<file path="config.mk">
export PLATFORM = sky130hd
export DESIGN_NAME = mem_arbiter
export DESIGN_NICKNAME = d
export VERILOG_FILES = /design/src/rtl/mem_arb_pkg.sv /design/src/rtl/mem_arb_slot.sv /design/src/rtl/mem_arbiter.sv
export SDC_FILE = /design/constraint.sdc
export NUM_CORES = 1
export LEC_CHECK = 0
export ABC_CLOCK_PERIOD_IN_PS = 3500
export BUFFER_PORTS_ARGS = -buffer_cell sky130_fd_sc_hd__buf_2
export CAP_MARGIN = 10
export CORE_ASPECT_RATIO = 1.75
export CORE_MARGIN = 5
export CORE_UTILIZATION = 58
export CTS_CLUSTER_DIAMETER = 30
export DETAILED_ROUTE_END_ITERATION = 10
export PLACE_DENSITY = 0.85
export SLEW_MARGIN = 20
export SYNTH_ARGS = -nofsm -noshare
export SYNTH_HDL_FRONTEND = slang
export SYNTH_HIERARCHICAL = 1
export SYNTH_SLANG_ARGS = --single-unit
</file>
<file path="constraint.sdc">
create_clock -name clk -period 3.5 [get_ports clk]
set_input_delay 0.7 -clock clk [delete_from_list [all_inputs] [get_ports clk]]
set_output_delay 0.7 -clock clk [all_outputs]
set_load 0.01 [all_outputs]
</file>
<file path="src/rtl/mem_arb_pkg.sv">
// Shared types and constants for the mem_arbiter block.
package mem_arb_pkg;

  localparam int unsigned DEFAULT_ADDR_W = 22;

  typedef enum logic [1:0] {
    IDLE,
    ISSUE,
    WAIT
  } state_e;

  typedef enum logic [1:0] {
    CPU,
    PPU,
    LDR
  } req_id_e;

  // Address travels beside this struct because its width is a module parameter.
  typedef struct packed {
    logic       we;
    logic [7:0] wdata;
  } slot_t;

endpackage

</file>
<file path="src/rtl/mem_arb_slot.sv">
// One requester's pending slot: captures a request, tracks pending, flags overrun.
module mem_arb_slot
  import mem_arb_pkg::*;
#(
  parameter int unsigned ADDR_W = DEFAULT_ADDR_W
) (
  input  logic              clk,
  input  logic              reset,
  input  logic              req,
  input  logic [ADDR_W-1:0] addr,
  input  logic              we,
  input  logic [7:0]        wdata,
  input  logic              clr,
  output logic              pending,
  output logic [ADDR_W-1:0] slot_addr,
  output slot_t             slot,
  output logic              overrun
);

  logic              pending_q, pending_d;
  logic              overrun_q, overrun_d;
  logic [ADDR_W-1:0] addr_q, addr_d;
  slot_t             slot_q, slot_d;

  // A request landing on the completion edge is accepted: set wins over clear.
  always_comb begin
    pending_d = pending_q;
    overrun_d = overrun_q;
    addr_d    = addr_q;
    slot_d    = slot_q;
    if (clr) pending_d = 1'b0;
    if (req) begin
      if (!pending_q || clr) begin
        pending_d    = 1'b1;
        addr_d       = addr;
        slot_d.we    = we;
        slot_d.wdata = wdata;
      end else begin
        overrun_d = 1'b1;
      end
    end
  end

  always_ff @(posedge clk or negedge reset) begin
    if (!reset) begin
      pending_q <= 1'b0;
      overrun_q <= 1'b0;
      addr_q    <= '0;
      slot_q    <= '0;
    end else begin
      pending_q <= pending_d;
      overrun_q <= overrun_d;
      addr_q    <= addr_d;
      slot_q    <= slot_d;
    end
  end

  assign pending   = pending_q;
  assign overrun   = overrun_q;
  assign slot_addr = addr_q;
  assign slot      = slot_q;

endmodule

</file>
<file path="src/rtl/mem_arbiter.sv">
// CPU/PPU arbiter onto a single external byte memory with a bounded PPU streak.
// Define MEM_ARB_LOADER_EN to add a write-only, highest-priority loader requester.
module mem_arbiter
  import mem_arb_pkg::*;
#(
  parameter int unsigned ADDR_W         = DEFAULT_ADDR_W,
  parameter int unsigned MAX_PPU_STREAK = 2
) (
  input  logic              clk,
  input  logic              reset,
  input  logic              cpu_req,
  input  logic [ADDR_W-1:0] cpu_addr,
  input  logic              cpu_we,
  input  logic [7:0]        cpu_wdata,
  output logic [7:0]        cpu_rdata,
  output logic              cpu_done,
  input  logic              ppu_req,
  input  logic [ADDR_W-1:0] ppu_addr,
  input  logic              ppu_we,
  input  logic [7:0]        ppu_wdata,
  output logic [7:0]        ppu_rdata,
  output logic              ppu_done,
`ifdef MEM_ARB_LOADER_EN
  input  logic              ldr_req,
  input  logic [ADDR_W-1:0] ldr_addr,
  input  logic [7:0]        ldr_wdata,
  output logic              ldr_done,
`endif
  output logic              mem_req,
  output logic [ADDR_W-1:0] mem_addr,
  output logic              mem_we,
  output logic [7:0]        mem_wdata,
  input  logic [7:0]        mem_rdata,
  input  logic              mem_ack,
  output logic              busy,
  output logic              overrun
);

  localparam int unsigned STREAK_W = (MAX_PPU_STREAK == 0) ? 1 : $clog2(MAX_PPU_STREAK + 1);
  localparam logic [STREAK_W-1:0] STREAK_MAX = STREAK_W'(MAX_PPU_STREAK);

  state_e              state_q, state_d;
  req_id_e             winner_q, winner_d, pick;
  logic                pick_valid;
  logic [ADDR_W-1:0]   addr_q, addr_d, pick_addr;
  slot_t               meta_q, meta_d, pick_slot;
  logic [STREAK_W-1:0] streak_q, streak_d;
  logic [7:0]          cpu_rdata_q, cpu_rdata_d, ppu_rdata_q, ppu_rdata_d;
  logic                cpu_done_q, ppu_done_q;

  logic              cpu_pend, ppu_pend, ldr_pend;
  logic [ADDR_W-1:0] cpu_saddr, ppu_saddr, ldr_saddr;
  slot_t             cpu_slot, ppu_slot, ldr_slot;
  logic              cpu_ovr, ppu_ovr, ldr_ovr;
  logic              ack_fire, cpu_clr, ppu_clr;

  assign ack_fire = mem_ack && (state_q != IDLE);
  assign cpu_clr  = ack_fire && (winner_q == CPU);
  assign ppu_clr  = ack_fire && (winner_q == PPU);

  mem_arb_slot #(.ADDR_W(ADDR_W)) u_cpu_slot (
    .clk(clk), .reset(reset), .req(cpu_req), .addr(cpu_addr), .we(cpu_we),
    .wdata(cpu_wdata), .clr(cpu_clr), .pending(cpu_pend), .slot_addr(cpu_saddr),
    .slot(cpu_slot), .overrun(cpu_ovr)
  );

  mem_arb_slot #(.ADDR_W(ADDR_W)) u_ppu_slot (
    .clk(clk), .reset(reset), .req(ppu_req), .addr(ppu_addr), .we(ppu_we),
    .wdata(ppu_wdata), .clr(ppu_clr), .pending(ppu_pend), .slot_addr(ppu_saddr),
    .slot(ppu_slot), .overrun(ppu_ovr)
  );

`ifdef MEM_ARB_LOADER_EN
  logic ldr_clr, ldr_done_q;
  assign ldr_clr = ack_fire && (winner_q == LDR);

  mem_arb_slot #(.ADDR_W(ADDR_W)) u_ldr_slot (
    .clk(clk), .reset(reset), .req(ldr_req), .addr(ldr_addr), .we(1'b1),
    .wdata(ldr_wdata), .clr(ldr_clr), .pending(ldr_pend), .slot_addr(ldr_saddr),
    .slot(ldr_slot), .overrun(ldr_ovr)
  );

  always_ff @(posedge clk or negedge reset) begin
    if (!reset) ldr_done_q <= 1'b0;
    else        ldr_done_q <= ldr_clr;
  end

  assign ldr_done = ldr_done_q;
`else
  assign ldr_pend  = 1'b0;
  assign ldr_saddr = '0;
  assign ldr_slot  = '0;
  assign ldr_ovr   = 1'b0;
`endif

  // Loader first, then PPU unless a waiting CPU has sat out a full PPU streak.
  always_comb begin
    pick_valid = 1'b1;
    pick       = CPU;
    if (ldr_pend) begin
      pick = LDR;
    end else if (ppu_pend && !(cpu_pend && (streak_q == STREAK_MAX))) begin
      pick = PPU;
    end else if (!cpu_pend) begin
      pick_valid = 1'b0;
    end
    case (pick)
      PPU:     begin pick_addr = ppu_saddr; pick_slot = ppu_slot; end
      LDR:     begin pick_addr = ldr_saddr; pick_slot = ldr_slot; end
      default: begin pick_addr = cpu_saddr; pick_slot = cpu_slot; end
    endcase
  end

  always_comb begin
    state_d  = state_q;
    winner_d = winner_q;
    addr_d   = addr_q;
    meta_d   = meta_q;
    streak_d = streak_q;
    case (state_q)
      IDLE: begin
        if (pick_valid) begin
          state_d  = ISSUE;
          winner_d = pick;
          addr_d   = pick_addr;
          meta_d   = pick_slot;
          if (pick == CPU) streak_d = '0;
          else if (pick == PPU && streak_q != STREAK_MAX) streak_d = streak_q + 1'b1;
        end
      end
      ISSUE:   state_d = mem_ack ? IDLE : WAIT;
      WAIT:    if (mem_ack) state_d = IDLE;
      default: state_d = IDLE;
    endcase
  end

  always_comb begin
    cpu_rdata_d = cpu_rdata_q;
    ppu_rdata_d = ppu_rdata_q;
    if (cpu_clr && !meta_q.we) cpu_rdata_d = mem_rdata;
    if (ppu_clr && !meta_q.we) ppu_rdata_d = mem_rdata;
  end

  always_ff @(posedge clk or negedge reset) begin
    if (!reset) begin
      state_q     <= IDLE;
      winner_q    <= CPU;
      addr_q      <= '0;
      meta_q      <= '0;
      streak_q    <= '0;
      cpu_rdata_q <= '0;
      ppu_rdata_q <= '0;
      cpu_done_q  <= 1'b0;
      ppu_done_q  <= 1'b0;
    end else begin
      state_q     <= state_d;
      winner_q    <= winner_d;
      addr_q      <= addr_d;
      meta_q      <= meta_d;
      streak_q    <= streak_d;
      cpu_rdata_q <= cpu_rdata_d;
      ppu_rdata_q <= ppu_rdata_d;
      cpu_done_q  <= cpu_clr;
      ppu_done_q  <= ppu_clr;
    end
  end

  assign mem_req   = (state_q != IDLE);
  assign busy      = (state_q != IDLE);
  assign mem_addr  = addr_q;
  assign mem_we    = meta_q.we;
  assign mem_wdata = meta_q.wdata;
  assign cpu_rdata = cpu_rdata_q;
  assign ppu_rdata = ppu_rdata_q;
  assign cpu_done  = cpu_done_q;
  assign ppu_done  = ppu_done_q;
  assign overrun   = cpu_ovr | ppu_ovr | ldr_ovr;

endmodule

</file>
==> impl_results.md, run 1 <==
* Synthesized area at 0.00545 mm2
* Pint at 5100 uW
* Drt drc at 0
* Switching Fraction at 28.8%
* Top FF cell, synth: dfrtp_1
* Ant. Diodes at 0
* Starting density of the core at 59.6%
* Final wirelength at ~11 mm
* Post-DR wirelength/cell at 18.7 um
* Critical Path, Cell by Cell: nor2_1 -> o21a_2 -> buf_4 -> mux2_4
* RSZ-0062 raised after global routing: no
* Initial antenna violation count at 0
* R2r worst-path depth at 4
* Die Span X at 83.3 um
* Yosys cell types at 23
* Reg2reg start: state_q[1]$_DFFE_PN0P_
* Complex-gate fraction of the synthesized area at 1.12%
* Die Y at between 100 and 150 um
* Total gr overflow at 0
* Synthesized instance count at about 310
* Clock power frac at 23.2%
* PwrDens at around 1100 mW/mm2
* Yosys reg bits at 120
* CTS resizes at 0
* Setup tns final at 0 ns
* Final instance area at 0.00665 mm2
* Status: finished, final reports clean
* Area Overhead vs Synth at 21.9%
* Simple logic cell fraction of the synthesized area at 2.00%
* DRT iter0 DRCs at 88
* Layout cells sized above 1 at between 60% and 70%
* Post-synth EDFFs at 0
* Final Max Tran Viols at 0
* Die ar. at roughly 0.012 mm2
* WP buf/inv at 1
* Setup violators final at 0
* Max stage delay on crit path at 0.50 ns
* # H-tree levels at 4
* Num CTS Buffers at 17
* Tmin final at 2.16 ns
* Maximum Capacitance Violations at 0
* CP max FO at 20
* Worst hold path type: in2async
* Syn avg cell area at between 15 and 20 um2
* GP Congestion at 0.702
* Pre-antenna DRT Iters at 5
* Xor-xnor portion of the synthesized cell area at 0.161%
* CP Launch Type: register
* HPWL after DPL at 7.27 mm
* Skew final at 0.00959 ns
* Post-Syn Nets at 382
* Clk sink count at 120
* Root Buffer: clkbuf_16
* Port-buffer cells at 126
* Final Hold Fails at 0
* Worst EP arrival at 2.44 ns
* Total Nets Final at between 500 and 600
* ANT nets after route at 0
* Critical path class: reg2reg
* Cell Area, Placed at 0.00607 mm2
* Largest net degree at the start of global routing at 52
* CTS clock-pin slew for the worst setup and hold paths at ~0.050 ns
* Top cell family by delay on the critical path: compound AO/OA/AOI/OAI gates
* Vias in the first global route at 3357
* IO Count at 127
* Worst slew pin tran at 0.720 ns
* FF+latch area at between 0.003 and 0.004 mm2
* Peak supply drop at 0.560 mV
* Filler cells at 594
* Post-synthesis sequential area ratio at 55.1%
* Logic pwr share at 41.7%
* Post-CTS Hold Buffers at 0
* First-pass GRT wire length at ~17 mm
* Num rows at 46
* R2r setup slk at 1.34 ns
* Most frequent cells in the layout: 125 x buf_2, 120 x dfrtp_1, 117 x mux2_4
* Mux cell area share after synthesis at between 30% and 40%
* CP endpoint kind: register
* Pleak at 0.00345 uW
* Adder-Cell Fraction of Synth Area at 0.229%
* Core area at 0.00915 mm2
* Post-synth ARST share at 100%
* Total GRT Usage at slightly below 20%
* Net Sw Power at around 2100 uW
* Via density at between 5 and 6
* Slowest cell on the critical path: o21a_2
* WP data required at 3.78 ns
* Vias at just under 3000
* CTS tree: yes
* FF-to-FF End: mem_addr[21]$_DFFE_PN0P_
* Clk_lat worst skew at 0.40 ns
* YS warnings at 6
* Setup Fix Bufs, Post-CTS at 0
* Multi-input logic area at 0.00223 mm2
* Commonest non-fill, non-tap cell in the layout: buf_2
* Final worst path period share at approximately 60%
* Max Root-Sink Buffers at 2
* Largest family of logic cells by synthesized area: multiplexers
* Worst relative slew slack at 51.8%
* Fmax at between 400 and 500 MHz
* Seq pwr share at 35.0%
state kept, by name (all words and copies together), names as in the netlist:
| signal | flops |
|---|---|
| mem_addr | 22 |
| u_cpu_slot/slot_addr | 22 |
| u_ppu_slot/slot_addr | 22 |
| u_cpu_slot/slot | 9 |
| u_ppu_slot/slot | 9 |
| cpu_rdata | 8 |
| mem_wdata | 8 |
| ppu_rdata | 8 |
| state_q | 2 |
| streak_q | 2 |
| cpu_done | 1 |
| mem_we | 1 |
| ppu_done | 1 |
| u_cpu_slot/overrun | 1 |
| u_cpu_slot/pending | 1 |
| u_ppu_slot/overrun | 1 |
| u_ppu_slot/pending | 1 |
| winner_q | 1 |
per-layer routing:
layer	routed length, um	share of wire [%]	track usage, %	up-vias
met2	5710	53	33.1	87
li1	-	-	-	1341
met5	0	0	0	-
met3	519	4.9	6.30	10
met4	136	1.3	7.06	0
met1	4320	40	22.6	1522
worst max-delay path by stage:
stage	from	end	slack [ns]	cells past startpoint
floorplan	mem_ack	u_cpu_slot/slot[0]$_DFFE_PN0P_	1.82	6
detailed placement	mem_ack	u_cpu_slot/slot_addr[13]$_DFFE_PN0P_	1.29	6
CTS	state_q[1]$_DFFE_PN0P_	mem_addr[14]$_DFFE_PN0P_	1.30	4
global placement	mem_ack	u_ppu_slot/slot_addr[13]$_DFFE_PN0P_	1.33	6
finish	state_q[1]$_DFFE_PN0P_	mem_addr[21]$_DFFE_PN0P_	1.34	4
global route	state_q[1]$_DFFE_PN0P_	mem_addr[14]$_DFFE_PN0P_	1.21	4
kinds of logic (layout without fill, tap and decap cells):
logic type	count (synthesis)	after routing
AO/OA/AOI/OAI	7	7
XOR/XNOR	1	1
adder cells (fa/ha/maj)	1	1
buffers and inverters	20	166
flip-flops	120	120
multiplexers	142	142
AND/OR/NAND/NOR	15	15
worst register-to-register path: stages, from the launching register on:
cell and delay, ns:
dfrtp_1 0.41, nor2_1 0.32, o21a_2 0.50, buf_4 0.46, mux2_4 0.34
metrics by stage:
stage / instances / hold WS [ns] / worst slack (ns) / utilization (%) / total power, uW
floorplan: 306 / 0.404 / 1.82 / - / 4910
global placement: 541 / 0.460 / 1.33 / 66.4 / 5390
detailed placement: 541 / 0.471 / 1.29 / 66.4 / 5530
CTS: 572 / 0.338 / 1.30 / 72.6 / 7250
global route: 572 / 0.368 / 1.21 / 72.6 / 7550
finish: 572 / 0.327 / 1.34 / 72.6 / 7170
cells in the mapped netlist (all sizes together) (2+ instances only):
master,instances,area share (%)
buf,14,3.7
dfrtp,120,55
inv,6,0.41
mux2,140,37
mux2i,2,0.37
nand2,5,0.62
nand2b,2,0.50
nor2,4,0.28
nor3,2,0.37
o21a,2,0.28
o21bai,2,0.28
layout make-up:
type,instances,share of cell area (%)
Clock buffer,22,7.14
Clock inverter,9,1.49
Inverter,6,0.339
Multi-Input combinational cell,166,33.5
Sequential cell,120,45.2
Tap cell,120,2.26
Timing Repair Buffer,129,10.1
power by group through the flow:
stage                     registers, uW  clock network, uW  logic, uW
after detailed placement           2520                  0       3010
after global routing               2600               1760       3190
after global placement             2480                  0       2920
final                              2510               1660       2990
after CTS                          2510               1700       3030
after floorplan                    2560                  0       2350
No activity file was read; power rests on OpenSTA's default activity.
==> run 2: changes to the inputs <==
--- a/config.mk
+++ b/config.mk
@@ -5,15 +5,15 @@
 export SDC_FILE = /design/constraint.sdc
 export NUM_CORES = 1
 export LEC_CHECK = 0
-export ABC_CLOCK_PERIOD_IN_PS = 3500
+export ABC_CLOCK_PERIOD_IN_PS = 2000
 export BUFFER_PORTS_ARGS = -buffer_cell sky130_fd_sc_hd__buf_2
 export CAP_MARGIN = 10
 export CORE_ASPECT_RATIO = 1.75
 export CORE_MARGIN = 5
-export CORE_UTILIZATION = 58
+export CORE_UTILIZATION = 54
 export CTS_CLUSTER_DIAMETER = 30
 export DETAILED_ROUTE_END_ITERATION = 10
-export PLACE_DENSITY = 0.85
+export PLACE_DENSITY = 0.8
 export SLEW_MARGIN = 20
 export SYNTH_ARGS = -nofsm -noshare
 export SYNTH_HDL_FRONTEND = slang
==> constraint.sdc (replaced) <==
create_clock -name clk -period 2 [get_ports clk]
set_input_delay 0.4 -clock clk [delete_from_list [all_inputs] [get_ports clk]]
set_output_delay 0.4 -clock clk [all_outputs]
set_load 0.01 [all_outputs]
==> run 2 against run 1 <==
- via count increased by 2.0%
- critical path type unchanged
- design area increased by 2.7%
- critical endpoint is now mem_addr[3]$_DFFE_PN0P_
- sequential cell count unchanged
==> impl_results.md, run 2 (synthesis gave the netlist of run 1 again) <==
* Hold Path Origin: mem_ack
* Peak supply drop at 0.996 mV (was 0.560 mV)
* Ant. Diodes at 0 (unchanged)
* Clk sink count at 120 (unchanged)
* Vias in the first global route at 3544 (was 3357)
* Total Nets Final at 527 (was 516)
* Metal3 WL at 516 um (was 519 um)
* Port-buffer cells at 126 (unchanged)
* Dpl cells at 556 (was 541)
* Starting density of the core at 55.0% (was 59.6%)
* GP Congestion at 0.764 (was 0.702)
* Largest net degree at the start of global routing at 55 (was 52)
* Hold path cells at 2
* FF+latch area at 0.00300 mm2 (unchanged)
* CP Launch Type: register (unchanged)
* Setup Fix Bufs, Post-CTS at 0 (unchanged)
* Total GRT Usage at 19.6% (was 19.4%)
* ANT nets after route at 0 (unchanged)
* Pre-antenna DRT Iters at 4 (was 5)
* Via density at 5.13 (was 5.17)
* Final instance area at 0.00683 mm2 (was 0.00665 mm2)
* Fmax at 547 MHz (was 462 MHz)
* Max Root-Sink Buffers at 2 (unchanged)
* Pleak at 0.00352 uW (was 0.00345 uW)
* Max stage delay on crit path at 0.38 ns (was 0.50 ns)
* Multi-input logic area at 0.00223 mm2 (unchanged)
* Status: finished, final reports clean (unchanged)
* RSZ-0062 raised after global routing: no (unchanged)
* Num rows at 48 (was 46)
* Final worst path period share at 91.5% (was 61.8%)
* Initial antenna violation count at 0 (unchanged)
* Worst relative slew slack at 75.6% (was 51.8%)
* WL met1 at 4.20 mm (was 4.32 mm)
* Area Overhead vs Synth at 25.2% (was 21.9%)
* R2r setup slk at 0.17 ns (was 1.34 ns)
* Most frequent cells in the layout: 125 x buf_2, 120 x dfrtp_1, 117 x mux2_4 (unchanged)
* Layout cells sized above 1 at 68.8% (was 68.1%)
* CP endpoint kind: register (unchanged)
* Die Span X at 86.0 um (was 83.3 um)
* Max layer used: met4 (unchanged)
* Final wirelength at 11.2 mm (was 10.7 mm)
* Tmin final at 1.83 ns (was 2.16 ns)
* Die Y at 143 um (was 138 um)
* Critical Path, Cell by Cell: inv_1 -> ha_1 -> a21bo_4 -> buf_4 -> mux2_4 -> mux2_4 (was nor2_1 -> o21a_2 -> buf_4 -> mux2_4)
* R2r worst-path depth at 6 (was 4)
* Setup violators final at 0 (unchanged)
* Core area at 0.00991 mm2 (was 0.00915 mm2)
* Total gr overflow at 0 (unchanged)
* Final Hold Fails at 0 (unchanged)
* Skew final at 0.00685 ns (was 0.00959 ns)
* Setup tns final at 0 ns (unchanged)
* Maximum Capacitance Violations at 0 (unchanged)
* Commonest non-fill, non-tap cell in the layout: buf_2 (unchanged)
* Root Buffer: clkbuf_16 (unchanged)
* Post-CTS Hold Buffers at 1 (was 0)
* Worst slew pin tran at 0.365 ns (was 0.720 ns)
* Worst hold endpoint: state_q[1]$_DFFE_PN0P_
* DRT iter0 DRCs at 77 (was 88)
* Slowest cell on the critical path: dfrtp_1 (was o21a_2)
* Drt drc at 0 (unchanged)
* Clk_lat worst skew at 0.40 ns (about the same)
* Filler cells at 687 (was 594)
* CP max FO at 18 (was 20)
* PwrDens at 1880 mW/mm2 (was 1080 mW/mm2)
* First-pass GRT wire length at 18.2 mm (was 17.4 mm)
* Cell Area, Placed at 0.00624 mm2 (was 0.00607 mm2)
* Routed met2 length at 6.25 mm (was 5.71 mm)
* IO Count at 127 (unchanged)
* Layout Cells excl Fill at 589 (was 572)
* CTS tree: yes (unchanged)
* Vias at 3019 (was 2960)
* HPWL after DPL at 7.96 mm (was 7.27 mm)
* Worst hold path type: in2reg (was in2async)
* Final Max Tran Viols at 0 (unchanged)
* FF-to-FF End: mem_addr[3]$_DFFE_PN0P_ (was mem_addr[21]$_DFFE_PN0P_)
* Num CTS Buffers at 17 (unchanged)
* WP data required at 2.29 ns (was 3.78 ns)
* Worst EP arrival at 2.12 ns (was 2.44 ns)
* CTS resizes at 0 (unchanged)
* Reg2reg start: streak_q[0]$_DFFE_PN0P_ (was state_q[1]$_DFFE_PN0P_)
* CTS clock-pin slew for the worst setup and hold paths at 0.06 ns (was 0.05 ns)
* Die ar. at 0.0123 mm2 (was 0.0115 mm2)
* # H-tree levels at 4 (unchanged)
* Most frequent CP cell: mux2_4
* Post-DR wirelength/cell at 19.1 um (was 18.7 um)
* Critical path class: reg2reg (unchanged)
==> run 2: per-layer routing <==
metal	GRT usage (%)	vias up
li1	-	1367
met1	22.1	1557
met2	34.6	78
met3	5.66	17
met4	7.17	0
met5	0	-
==> run 2: critical path: cells and delay by family, from the launching register on <==
kind	cells	cell delay [ns]
compound gates	1	0.15
fa+ha+maj	1	0.17
buf+inv	2	0.40
flops	1	0.38
mux	2	0.60
==> run 2: cell type report <==
type | count | share of cell area (%)
Clock buffer | 20 | 6.54
Inverter | 6 | 0.330
Tap cell | 125 | 2.29
Timing Repair Buffer | 140 | 12.3
Sequential cell | 120 | 44.0
Multi-Input combinational cell | 166 | 32.6
Clock inverter | 12 | 1.87
==> run 2: power by group <==
| group | internal [uW] | switching [uW] | total, uW |
|---|---|---|---|
| Clock | 1860 | 1080 | 2930 |
| Combinational | 3530 | 1930 | 5460 |
| Sequential | 3670 | 747 | 4420 |
| Total | 9060 | 3750 | 12800 |
==> run 2: per-stage QoR <==
step                hold slack, ns  total power (uW)  setup WS (ns)  util [%]
floorplan                    0.104              8600          0.363         -
global placement             0.332              9710          0.207      63.0
global route                 0.164             13500         0.0983      68.9
finish                       0.172             12800          0.171      68.9
CTS                          0.158             13000          0.157      68.9
detailed placement           0.342              9970          0.160      63.0
==> run 2: worst max path at each step <==
stage	from	to	slack (ns)	cells after the start
floorplan	streak_q[0]$_DFFE_PN0P_	mem_wdata[2]$_DFFE_PN0P_	0.36	6
global placement	streak_q[0]$_DFFE_PN0P_	mem_addr[19]$_DFFE_PN0P_	0.21	6
detailed placement	streak_q[0]$_DFFE_PN0P_	mem_addr[16]$_DFFE_PN0P_	0.16	6
CTS	streak_q[0]$_DFFE_PN0P_	mem_addr[19]$_DFFE_PN0P_	0.16	6
global route	state_q[1]$_DFFE_PN0P_	u_cpu_slot/slot_addr[14]$_DFFE_PN0P_	0.1	6
finish	streak_q[0]$_DFFE_PN0P_	mem_addr[3]$_DFFE_PN0P_	0.17	6
